<file path="config.mk">
export PLATFORM = sky130hd
export DESIGN_NAME = id_exe_reg_flat
export DESIGN_NICKNAME = d
export VERILOG_FILES = /design/src/rtl/arm_pkg.sv /design/src/rtl/id_exe_if.sv /design/src/rtl/id_exe_reg_status_reg.sv /design/src/rtl/id_exe_reg.sv /design/src/flat_wrapper.sv
export SDC_FILE = /design/constraint.sdc
export NUM_CORES = 1
export LEC_CHECK = 0
export CAP_MARGIN = 20
export CORE_AREA = 2 2 131 133
export CTS_CLUSTER_SIZE = 25
export DETAILED_ROUTE_END_ITERATION = 8
export DIE_AREA = 0 0 133 135
export PLACE_DENSITY = 0.79
export SKIP_CTS_REPAIR_TIMING = 1
export SYNTH_ARGS = -nofsm -noshare
export SYNTH_HDL_FRONTEND = slang
export SYNTH_SLANG_ARGS = --single-unit
</file>
<file path="constraint.sdc">
create_clock -name clk -period 13.8 [get_ports clk]
set_input_delay 1.38 -clock clk [delete_from_list [all_inputs] [get_ports clk]]
set_output_delay 1.38 -clock clk [all_outputs]
set_load 0.005 [all_outputs]
</file>
<file path="src/rtl/arm_pkg.sv">
// Shared definitions for the ARM core ID/EXE boundary.
// Holds ALU command encodings, NZCV bit indices and the ID/EXE bundle struct.
package arm_pkg;

    localparam logic [3:0] CMD_NOP = 4'b0000;
    localparam logic [3:0] CMD_MOV = 4'b0001;
    localparam logic [3:0] CMD_ADD = 4'b0010;
    localparam logic [3:0] CMD_ADC = 4'b0011;
    localparam logic [3:0] CMD_SUB = 4'b0100;
    localparam logic [3:0] CMD_SBC = 4'b0101;
    localparam logic [3:0] CMD_AND = 4'b0110;
    localparam logic [3:0] CMD_ORR = 4'b0111;
    localparam logic [3:0] CMD_EOR = 4'b1000;
    localparam logic [3:0] CMD_MVN = 4'b1001;

    localparam int FLAG_N = 3;
    localparam int FLAG_Z = 2;
    localparam int FLAG_C = 1;
    localparam int FLAG_V = 0;

    // Fixed-width part of the ID/EXE bundle; the DATA_W-wide
    // values (pc, rn, rm) travel beside it in the register.
    typedef struct packed {
        logic [3:0]  exe_cmd;
        logic        mem_read;
        logic        mem_write;
        logic        wb_en;
        logic        branch;
        logic        s;
        logic        imm;
        logic [11:0] shift_operand;
        logic [23:0] simm24;
        logic [3:0]  dest;
        logic [3:0]  src1;
        logic [3:0]  src2;
    } id_exe_t;

    localparam id_exe_t ID_EXE_BUBBLE = '0;

endpackage

</file>
<file path="src/rtl/id_exe_if.sv">
// ID/EXE boundary bundle: decode fields in, registered EXE fields out.
// master = decode/hazard side, slave = the id_exe_reg pipeline register.
interface id_exe_if #(
    parameter int DATA_W = 32,
    parameter int CNT_W  = 16
);
    logic              hold;
    logic              flush;
    logic              stall;

    logic [3:0]        id_exe_cmd;
    logic              id_mem_read;
    logic              id_mem_write;
    logic              id_wb_en;
    logic              id_branch;
    logic              id_s;
    logic [DATA_W-1:0] id_pc;
    logic [DATA_W-1:0] id_val_rn;
    logic [DATA_W-1:0] id_val_rm;
    logic              id_imm;
    logic [11:0]       id_shift_operand;
    logic [23:0]       id_simm24;
    logic [3:0]        id_dest;
    logic [3:0]        id_src1;
    logic [3:0]        id_src2;
    logic [3:0]        alu_nzcv;

    logic [3:0]        exe_exe_cmd;
    logic              exe_mem_read;
    logic              exe_mem_write;
    logic              exe_wb_en;
    logic              exe_branch;
    logic              exe_s;
    logic [DATA_W-1:0] exe_pc;
    logic [DATA_W-1:0] exe_val_rn;
    logic [DATA_W-1:0] exe_val_rm;
    logic              exe_imm;
    logic [11:0]       exe_shift_operand;
    logic [23:0]       exe_simm24;
    logic [3:0]        exe_dest;
    logic [3:0]        exe_src1;
    logic [3:0]        exe_src2;
    logic              exe_valid;
    logic [3:0]        nzcv;
    logic              carry_in;
    logic [CNT_W-1:0]  bubble_count;

    modport master (
        output hold, flush, stall,
        output id_exe_cmd, id_mem_read, id_mem_write, id_wb_en,
        output id_branch, id_s, id_pc, id_val_rn, id_val_rm,
        output id_imm, id_shift_operand, id_simm24,
        output id_dest, id_src1, id_src2, alu_nzcv,
        input  exe_exe_cmd, exe_mem_read, exe_mem_write, exe_wb_en,
        input  exe_branch, exe_s, exe_pc, exe_val_rn, exe_val_rm,
        input  exe_imm, exe_shift_operand, exe_simm24,
        input  exe_dest, exe_src1, exe_src2,
        input  exe_valid, nzcv, carry_in, bubble_count
    );

    modport slave (
        input  hold, flush, stall,
        input  id_exe_cmd, id_mem_read, id_mem_write, id_wb_en,
        input  id_branch, id_s, id_pc, id_val_rn, id_val_rm,
        input  id_imm, id_shift_operand, id_simm24,
        input  id_dest, id_src1, id_src2, alu_nzcv,
        output exe_exe_cmd, exe_mem_read, exe_mem_write, exe_wb_en,
        output exe_branch, exe_s, exe_pc, exe_val_rn, exe_val_rm,
        output exe_imm, exe_shift_operand, exe_simm24,
        output exe_dest, exe_src1, exe_src2,
        output exe_valid, nzcv, carry_in, bubble_count
    );

endinterface

</file>
<file path="src/rtl/id_exe_reg_status_reg.sv">
// 4-bit NZCV status register with load enable and async active-high reset.
// Ports: clk, rst, i_ld (load enable), i_d (next flags), o_q (current flags).
module status_reg (
    input  logic       clk,
    input  logic       rst,
    input  logic       i_ld,
    input  logic [3:0] i_d,
    output logic [3:0] o_q
);

    logic [3:0] r_q;

    always_ff @(posedge clk or posedge rst) begin
        if (rst) begin
            r_q <= 4'b0000;
        end else if (i_ld) begin
            r_q <= i_d;
        end
    end

    assign o_q = r_q;

endmodule

</file>
<file path="src/rtl/id_exe_reg.sv">
// ID/EXE pipeline register with bubble insertion, hold, NZCV ownership
// and a saturating bubble counter. Ports: clk, rst, bus (id_exe_if.slave).
module id_exe_reg
    import arm_pkg::*;
#(
    parameter int DATA_W = 32,
    parameter int CNT_W  = 16
) (
    input  logic     clk,
    input  logic     rst,
    id_exe_if.slave  bus
);

    id_exe_t           w_id;
    id_exe_t           r_ctl;
    logic [DATA_W-1:0] r_pc;
    logic [DATA_W-1:0] r_rn;
    logic [DATA_W-1:0] r_rm;
    logic              r_valid;
    logic [CNT_W-1:0]  r_cnt;

    logic              w_bubble;
    logic              w_flag_ld;
    logic [3:0]        w_nzcv;

    always_comb begin
        w_id               = ID_EXE_BUBBLE;
        w_id.exe_cmd       = bus.id_exe_cmd;
        w_id.mem_read      = bus.id_mem_read;
        w_id.mem_write     = bus.id_mem_write;
        w_id.wb_en         = bus.id_wb_en;
        w_id.branch        = bus.id_branch;
        w_id.s             = bus.id_s;
        w_id.imm           = bus.id_imm;
        w_id.shift_operand = bus.id_shift_operand;
        w_id.simm24        = bus.id_simm24;
        w_id.dest          = bus.id_dest;
        w_id.src1          = bus.id_src1;
        w_id.src2          = bus.id_src2;
    end

    assign w_bubble = bus.flush | bus.stall;

    always_ff @(posedge clk or posedge rst) begin
        if (rst) begin
            r_ctl   <= ID_EXE_BUBBLE;
            r_pc    <= '0;
            r_rn    <= '0;
            r_rm    <= '0;
            r_valid <= 1'b0;
        end else if (!bus.hold) begin
            if (w_bubble) begin
                r_ctl   <= ID_EXE_BUBBLE;
                r_pc    <= '0;
                r_rn    <= '0;
                r_rm    <= '0;
                r_valid <= 1'b0;
            end else begin
                r_ctl   <= w_id;
                r_pc    <= bus.id_pc;
                r_rn    <= bus.id_val_rn;
                r_rm    <= bus.id_val_rm;
                r_valid <= 1'b1;
            end
        end
    end

    always_ff @(posedge clk or posedge rst) begin
        if (rst) begin
            r_cnt <= '0;
        end else if (!bus.hold && w_bubble && (r_cnt != '1)) begin
            r_cnt <= r_cnt + 1'b1;
        end
    end

    // The flag-setting instruction already sits in EXE, so a flush
    // arriving now kills only its successor and the flags still commit.
    assign w_flag_ld = r_ctl.s & r_valid & ~bus.hold;

    status_reg u_status (
        .clk  (clk),
        .rst  (rst),
        .i_ld (w_flag_ld),
        .i_d  (bus.alu_nzcv),
        .o_q  (w_nzcv)
    );

    assign bus.exe_exe_cmd       = r_ctl.exe_cmd;
    assign bus.exe_mem_read      = r_ctl.mem_read;
    assign bus.exe_mem_write     = r_ctl.mem_write;
    assign bus.exe_wb_en         = r_ctl.wb_en;
    assign bus.exe_branch        = r_ctl.branch;
    assign bus.exe_s             = r_ctl.s;
    assign bus.exe_pc            = r_pc;
    assign bus.exe_val_rn        = r_rn;
    assign bus.exe_val_rm        = r_rm;
    assign bus.exe_imm           = r_ctl.imm;
    assign bus.exe_shift_operand = r_ctl.shift_operand;
    assign bus.exe_simm24        = r_ctl.simm24;
    assign bus.exe_dest          = r_ctl.dest;
    assign bus.exe_src1          = r_ctl.src1;
    assign bus.exe_src2          = r_ctl.src2;
    assign bus.exe_valid         = r_valid;
    assign bus.nzcv              = w_nzcv;
    assign bus.carry_in          = w_nzcv[FLAG_C];
    assign bus.bubble_count      = r_cnt;

endmodule

</file>
<file path="src/flat_wrapper.sv">
// flat-port wrapper written by rule: the top's interface ports become plain ports
module id_exe_reg_flat import arm_pkg::*;
#(
    parameter int DATA_W = 32,
    parameter int CNT_W  = 16
)
  (clk, rst, bus_hold, bus_flush, bus_stall, bus_id_exe_cmd, bus_id_mem_read, bus_id_mem_write, bus_id_wb_en, bus_id_branch, bus_id_s, bus_id_pc, bus_id_val_rn, bus_id_val_rm, bus_id_imm, bus_id_shift_operand, bus_id_simm24, bus_id_dest, bus_id_src1, bus_id_src2, bus_alu_nzcv, bus_exe_exe_cmd, bus_exe_mem_read, bus_exe_mem_write, bus_exe_wb_en, bus_exe_branch, bus_exe_s, bus_exe_pc, bus_exe_val_rn, bus_exe_val_rm, bus_exe_imm, bus_exe_shift_operand, bus_exe_simm24, bus_exe_dest, bus_exe_src1, bus_exe_src2, bus_exe_valid, bus_nzcv, bus_carry_in, bus_bubble_count);
  id_exe_if #(.DATA_W(DATA_W), .CNT_W(CNT_W)) bus_i ();
  input  logic clk;
  input  logic rst;
  input wire logic [$bits(bus_i.hold)-1:0] bus_hold;
  input wire logic [$bits(bus_i.flush)-1:0] bus_flush;
  input wire logic [$bits(bus_i.stall)-1:0] bus_stall;
  input wire logic [$bits(bus_i.id_exe_cmd)-1:0] bus_id_exe_cmd;
  input wire logic [$bits(bus_i.id_mem_read)-1:0] bus_id_mem_read;
  input wire logic [$bits(bus_i.id_mem_write)-1:0] bus_id_mem_write;
  input wire logic [$bits(bus_i.id_wb_en)-1:0] bus_id_wb_en;
  input wire logic [$bits(bus_i.id_branch)-1:0] bus_id_branch;
  input wire logic [$bits(bus_i.id_s)-1:0] bus_id_s;
  input wire logic [$bits(bus_i.id_pc)-1:0] bus_id_pc;
  input wire logic [$bits(bus_i.id_val_rn)-1:0] bus_id_val_rn;
  input wire logic [$bits(bus_i.id_val_rm)-1:0] bus_id_val_rm;
  input wire logic [$bits(bus_i.id_imm)-1:0] bus_id_imm;
  input wire logic [$bits(bus_i.id_shift_operand)-1:0] bus_id_shift_operand;
  input wire logic [$bits(bus_i.id_simm24)-1:0] bus_id_simm24;
  input wire logic [$bits(bus_i.id_dest)-1:0] bus_id_dest;
  input wire logic [$bits(bus_i.id_src1)-1:0] bus_id_src1;
  input wire logic [$bits(bus_i.id_src2)-1:0] bus_id_src2;
  input wire logic [$bits(bus_i.alu_nzcv)-1:0] bus_alu_nzcv;
  output wire logic [$bits(bus_i.exe_exe_cmd)-1:0] bus_exe_exe_cmd;
  output wire logic [$bits(bus_i.exe_mem_read)-1:0] bus_exe_mem_read;
  output wire logic [$bits(bus_i.exe_mem_write)-1:0] bus_exe_mem_write;
  output wire logic [$bits(bus_i.exe_wb_en)-1:0] bus_exe_wb_en;
  output wire logic [$bits(bus_i.exe_branch)-1:0] bus_exe_branch;
  output wire logic [$bits(bus_i.exe_s)-1:0] bus_exe_s;
  output wire logic [$bits(bus_i.exe_pc)-1:0] bus_exe_pc;
  output wire logic [$bits(bus_i.exe_val_rn)-1:0] bus_exe_val_rn;
  output wire logic [$bits(bus_i.exe_val_rm)-1:0] bus_exe_val_rm;
  output wire logic [$bits(bus_i.exe_imm)-1:0] bus_exe_imm;
  output wire logic [$bits(bus_i.exe_shift_operand)-1:0] bus_exe_shift_operand;
  output wire logic [$bits(bus_i.exe_simm24)-1:0] bus_exe_simm24;
  output wire logic [$bits(bus_i.exe_dest)-1:0] bus_exe_dest;
  output wire logic [$bits(bus_i.exe_src1)-1:0] bus_exe_src1;
  output wire logic [$bits(bus_i.exe_src2)-1:0] bus_exe_src2;
  output wire logic [$bits(bus_i.exe_valid)-1:0] bus_exe_valid;
  output wire logic [$bits(bus_i.nzcv)-1:0] bus_nzcv;
  output wire logic [$bits(bus_i.carry_in)-1:0] bus_carry_in;
  output wire logic [$bits(bus_i.bubble_count)-1:0] bus_bubble_count;
  assign bus_i.hold = bus_hold;
  assign bus_i.flush = bus_flush;
  assign bus_i.stall = bus_stall;
  assign bus_i.id_exe_cmd = bus_id_exe_cmd;
  assign bus_i.id_mem_read = bus_id_mem_read;
  assign bus_i.id_mem_write = bus_id_mem_write;
  assign bus_i.id_wb_en = bus_id_wb_en;
  assign bus_i.id_branch = bus_id_branch;
  assign bus_i.id_s = bus_id_s;
  assign bus_i.id_pc = bus_id_pc;
  assign bus_i.id_val_rn = bus_id_val_rn;
  assign bus_i.id_val_rm = bus_id_val_rm;
  assign bus_i.id_imm = bus_id_imm;
  assign bus_i.id_shift_operand = bus_id_shift_operand;
  assign bus_i.id_simm24 = bus_id_simm24;
  assign bus_i.id_dest = bus_id_dest;
  assign bus_i.id_src1 = bus_id_src1;
  assign bus_i.id_src2 = bus_id_src2;
  assign bus_i.alu_nzcv = bus_alu_nzcv;
  assign bus_exe_exe_cmd = bus_i.exe_exe_cmd;
  assign bus_exe_mem_read = bus_i.exe_mem_read;
  assign bus_exe_mem_write = bus_i.exe_mem_write;
  assign bus_exe_wb_en = bus_i.exe_wb_en;
  assign bus_exe_branch = bus_i.exe_branch;
  assign bus_exe_s = bus_i.exe_s;
  assign bus_exe_pc = bus_i.exe_pc;
  assign bus_exe_val_rn = bus_i.exe_val_rn;
  assign bus_exe_val_rm = bus_i.exe_val_rm;
  assign bus_exe_imm = bus_i.exe_imm;
  assign bus_exe_shift_operand = bus_i.exe_shift_operand;
  assign bus_exe_simm24 = bus_i.exe_simm24;
  assign bus_exe_dest = bus_i.exe_dest;
  assign bus_exe_src1 = bus_i.exe_src1;
  assign bus_exe_src2 = bus_i.exe_src2;
  assign bus_exe_valid = bus_i.exe_valid;
  assign bus_nzcv = bus_i.nzcv;
  assign bus_carry_in = bus_i.carry_in;
  assign bus_bubble_count = bus_i.bubble_count;
  id_exe_reg #(.DATA_W(DATA_W), .CNT_W(CNT_W)) u_core (.clk(clk), .rst(rst), .bus(bus_i));
endmodule
</file>
==> parameters.txt <==
Parameter                              Value

Placement
  Placer Congestion ... around 0.89
  Dpl cell area ... slightly below 0.01 sq mm
  Half-perimeter wire length after detailed placement ... between 10000 and 15000 microns
  Count of input and output buffers ... around 340

Setup path
  Capture instance of the worst register-to-register path ... u_core.bus.bubble_count[1]$_DFFE_PP0P_
  Setup slack on the worst flop-to-flop path ... ~12 ns
  Required time of the critical path ... approximately 14 ns
  Series of cell instances along the critical path ... clkdlybuf4s50_1, nor3_2, buf_4, buf_4, a22o_1
  Capture point of the worst path ... u_core.bus.exe_pc[17]$_DFFE_PP0N_
  Crit path kind ... in2reg
  Slowest library cell on the worst path ... sky130_fd_sc_hd__buf_4
  Buffer and inverter count on the worst path ... 3
  Cell depth of the worst flop-to-flop path ... 4
  Cell depth of the worst setup path ... 5
  Cell family with most CP delay ... buffers and inverters
  Worst Setup SP ... bus_stall
  Delay of the slowest cell on the worst path ... 0.78 ns
  CP Capture Type ... register
  Kind of launch point of the worst setup path ... input pin
  CP Max Fanout ... 84
  Reg2Reg Launch Point ... u_core.bus.bubble_count[8]$_DFFE_PP0P_
  Signal arrival time at the worst endpoint ... ~3.7 ns
  CP dominant cell by count ... sky130_fd_sc_hd__buf_4

Routing
  Count of TritonRoute iterations in the first routing pass ... 4
  Number of nets still failing antenna checks after routing ... 0
  First DRT Iteration DRCs ... between 200 and 300
  Final routed DRC violation total ... 0
  Via count ... roughly 5200
  Post-detailed-route wirelength per cell ... roughly 20 microns
  Total Wirelength ... roughly 19000 microns
  Via-per-instance ratio ... 5.25

Timing
  Final worst clock skew ... roughly 0.011 ns
  Total setup violations reported at the end of the flow ... 0
  Max-slew headroom ... ~40%
  Final worst path period share ... about a quarter
  Pins Over Slew Limit ... 0
  Fmax ... around 300 MHz
  Accumulated negative setup slack ... 0 ns
  Post-layout min period ... between 3 and 4 ns
  RSZ-0062 raised after global routing ... false
  Final Hold Fails ... 0
  Tightest Pin Transition ... 0.906 ns

Floorplan
  Initial cell density of the core ... 39.0%
  Die X-Extent ... between 100 and 150 microns
  Die footprint ... roughly 0.018 sq mm
  I/O Pins ... ~340
  Core footprint ... between 0.015 and 0.02 sq mm
  # rows ... 47
  Chip Height ... 135 microns

Synth
  Avg Inst Size Synth ... 14.7 sq um
  Primary flip-flop cell chosen by synthesis mapping ... sky130_fd_sc_hd__dfrtp_1
  Yosys reg bits ... roughly 180
  Synth Net Count ... around 600
  Post-Synth XOR/XNOR Area ... 1.37%
  Adder-cell share of the synthesized area ... less than 1%
  Largest family of logic cells by synthesized area ... compound AO/OA/AOI/OAI gates
  Asr flop ratio synth ... 100%
  Number of flops mapped to enable cells by yosys ... 0
  Area fraction in compound gates after synthesis ... 22.2%
  Distinct cell type count after synthesis ... 33
  Synth Cell Area ... approximately 0.0064 sq mm
  Fraction of synthesized area in multiplexers ... ~1.5%
  Number of synthesis warnings ... 0
  Share of synthesized area occupied by flip-flops and latches ... 68.5%
  Area fraction in and, or, nand and nor cells after synthesis ... approximately 3.8%
  Cells after Synth ... around 440

Layout
  Ant. Diodes ... 0
  Nets@finish ... 925
  Highest-count cells in the layout ignoring fill and taps ... sky130_fd_sc_hd__clkdlybuf4s50_1, sky130_fd_sc_hd__dfrtp_1, sky130_fd_sc_hd__a22o_1
  Post-route design area ... ~0.011 sq mm
  Relative area change from synthesis to final layout ... 64.7%
  Number of filler cells placed in the layout ... 1203
  Most frequent standard cell in the layout excluding fill and tap cells ... sky130_fd_sc_hd__clkdlybuf4s50_1
  Fraction of final layout cells with drive strength greater than 1 ... under 10%

CTS
  TritonCTS clock tree ... done
  Number of buffers between clock root and the deepest sink ... 2
  Clock tree root driver cell ... sky130_fd_sc_hd__clkbuf_16
  Clock input transition at the sequential cells of the worst setup and hold paths ... roughly 0.06 ns
  CTS sink cnt ... 175
  Later-pin clock latency in the skew report ... about 0.43 ns
  CTS H-tree depth ... 4
  Clock buffer count from CTS ... 17

GRT
  Pin count of the biggest net entering global routing ... roughly 100
  Vias in the first global route ... around 5500
  First-pass GRT wire length ... 29900 microns
  Number of antenna violations at the first check in global routing ... 0
  Gr ovfl total ... 0
  Gr usage total ... between 20% and 30%

Min path
  Min-delay worst type ... reg2reg
  Source of the worst hold timing path ... u_core.bus.exe_pc[0]$_DFFE_PP0N_

Run
  Max Cap Viol ... 0

Power and ir drop
  Leakage power summed over all cells ... approximately 4.7 nW
  Cell Pwr Density ... between 100 and 150 mW/mm^2
  Peak VDD IR ... between 0.08 and 0.09 mV
  PnR Total Power ... about 1.3 mW

Outcome
  Outcome ... complete, no violations
==> worst min path at each step <==
stage                                           endpoint  slack, ns  cells after the start
floorplan               u_core.bus.exe_pc[6]$_DFFE_PP0N_       0.50                      1
global placement    u_core.bus.exe_val_rn[6]$_DFFE_PP0N_       0.49                      1
detailed placement      u_core.bus.exe_pc[8]$_DFFE_PP0N_       0.50                      1
CTS                    u_core.bus.exe_pc[28]$_DFFE_PP0N_       0.51                      1
global route          u_core.bus.exe_src2[2]$_DFFE_PP0N_       0.52                      1
finish                  u_core.bus.exe_pc[0]$_DFFE_PP0N_       0.51                      1
==> cell families after synthesis <==
| kind of cell | Yosys count |
|---|---|
| AOI/OAI and AO/OA | 164 |
| xor gates and xnor gates | 10 |
| adders and majority gates | 1 |
| buffers and inverters | 39 |
| DFF | 175 |
| muxes | 8 |
| and+or+nand+nor | 38 |
==> stage by stage <==
step	util [%]	setup WS (ns)	hold WS, ns	cells
3_3_place_gp	60.6	10.12	0.491	962
2_1_floorplan	-	7.67	0.498	435
5_1_grt	64.2	10.29	0.525	993
6_report	64.2	10.42	0.509	993
3_5_place_dp	60.6	10.01	0.496	962
4_1_cts	64.2	10.46	0.512	993
==> sequential cells by signal, indices dropped and copies added, names as in the netlist <==
register / flops
u_core.bus.bubble_count: 16
u_core.bus.exe_branch: 1
u_core.bus.exe_dest: 4
u_core.bus.exe_exe_cmd: 4
u_core.bus.exe_imm: 1
u_core.bus.exe_mem_read: 1
u_core.bus.exe_mem_write: 1
u_core.bus.exe_pc: 32
u_core.bus.exe_s: 1
u_core.bus.exe_shift_operand: 12
u_core.bus.exe_simm24: 24
u_core.bus.exe_src1: 4
u_core.bus.exe_src2: 4
u_core.bus.exe_val_rm: 32
u_core.bus.exe_val_rn: 32
u_core.bus.exe_valid: 1
u_core.bus.exe_wb_en: 1
u_core.u_status.o_q: 4
==> final cells by class <==
type / count / area (sq um) / share of cell area (%)
multi-input cells: 221 / 1860 / 17.7
inverters: 4 / 20.0 / 0.190
well taps: 220 / 275 / 2.62
clock buffers: 21 / 480 / 4.56
clock inverters: 10 / 100 / 0.951
repair buffers: 342 / 3410 / 32.4
flip-flops and latches: 175 / 4380 / 41.6
==> synthesized netlist by cell type (2+ instances only) <==
cell type,number,area share (%)
sky130_fd_sc_hd__inv_1,4,0.23
sky130_fd_sc_hd__a21oi_1,2,0.16
sky130_fd_sc_hd__mux2_2,7,1.2
sky130_fd_sc_hd__and4bb_2,2,0.39
sky130_fd_sc_hd__nand3b_1,2,0.23
sky130_fd_sc_hd__clkbuf_1,22,1.3
sky130_fd_sc_hd__dfrtp_1,175,69
sky130_fd_sc_hd__xor2_1,9,1.2
sky130_fd_sc_hd__nand4_2,2,0.39
sky130_fd_sc_hd__nand2_1,7,0.41
sky130_fd_sc_hd__nor4_1,2,0.20
sky130_fd_sc_hd__nor2_1,2,0.12
sky130_fd_sc_hd__nor3_1,10,0.78
sky130_fd_sc_hd__buf_1,6,0.35
sky130_fd_sc_hd__nand3_1,6,0.47
sky130_fd_sc_hd__buf_2,6,0.47
sky130_fd_sc_hd__a31oi_1,2,0.20
sky130_fd_sc_hd__a22o_1,154,21
==> metal layers <==
layer	share of wire, %	track usage [%]
met4	3.6	11.0
met3	9.0	7.17
met5	0	0
met2	49	35.5
met1	38	25.2
==> report_power, final <==
group          internal (mW)  switching [mW]  total [mW]
Combinational          0.137          0.0733       0.211
Sequential             0.551          0.0349       0.586
Clock                  0.270           0.205       0.474
Total                  0.958           0.313        1.27
Note: power is estimated with default switching activity, not from simulation.
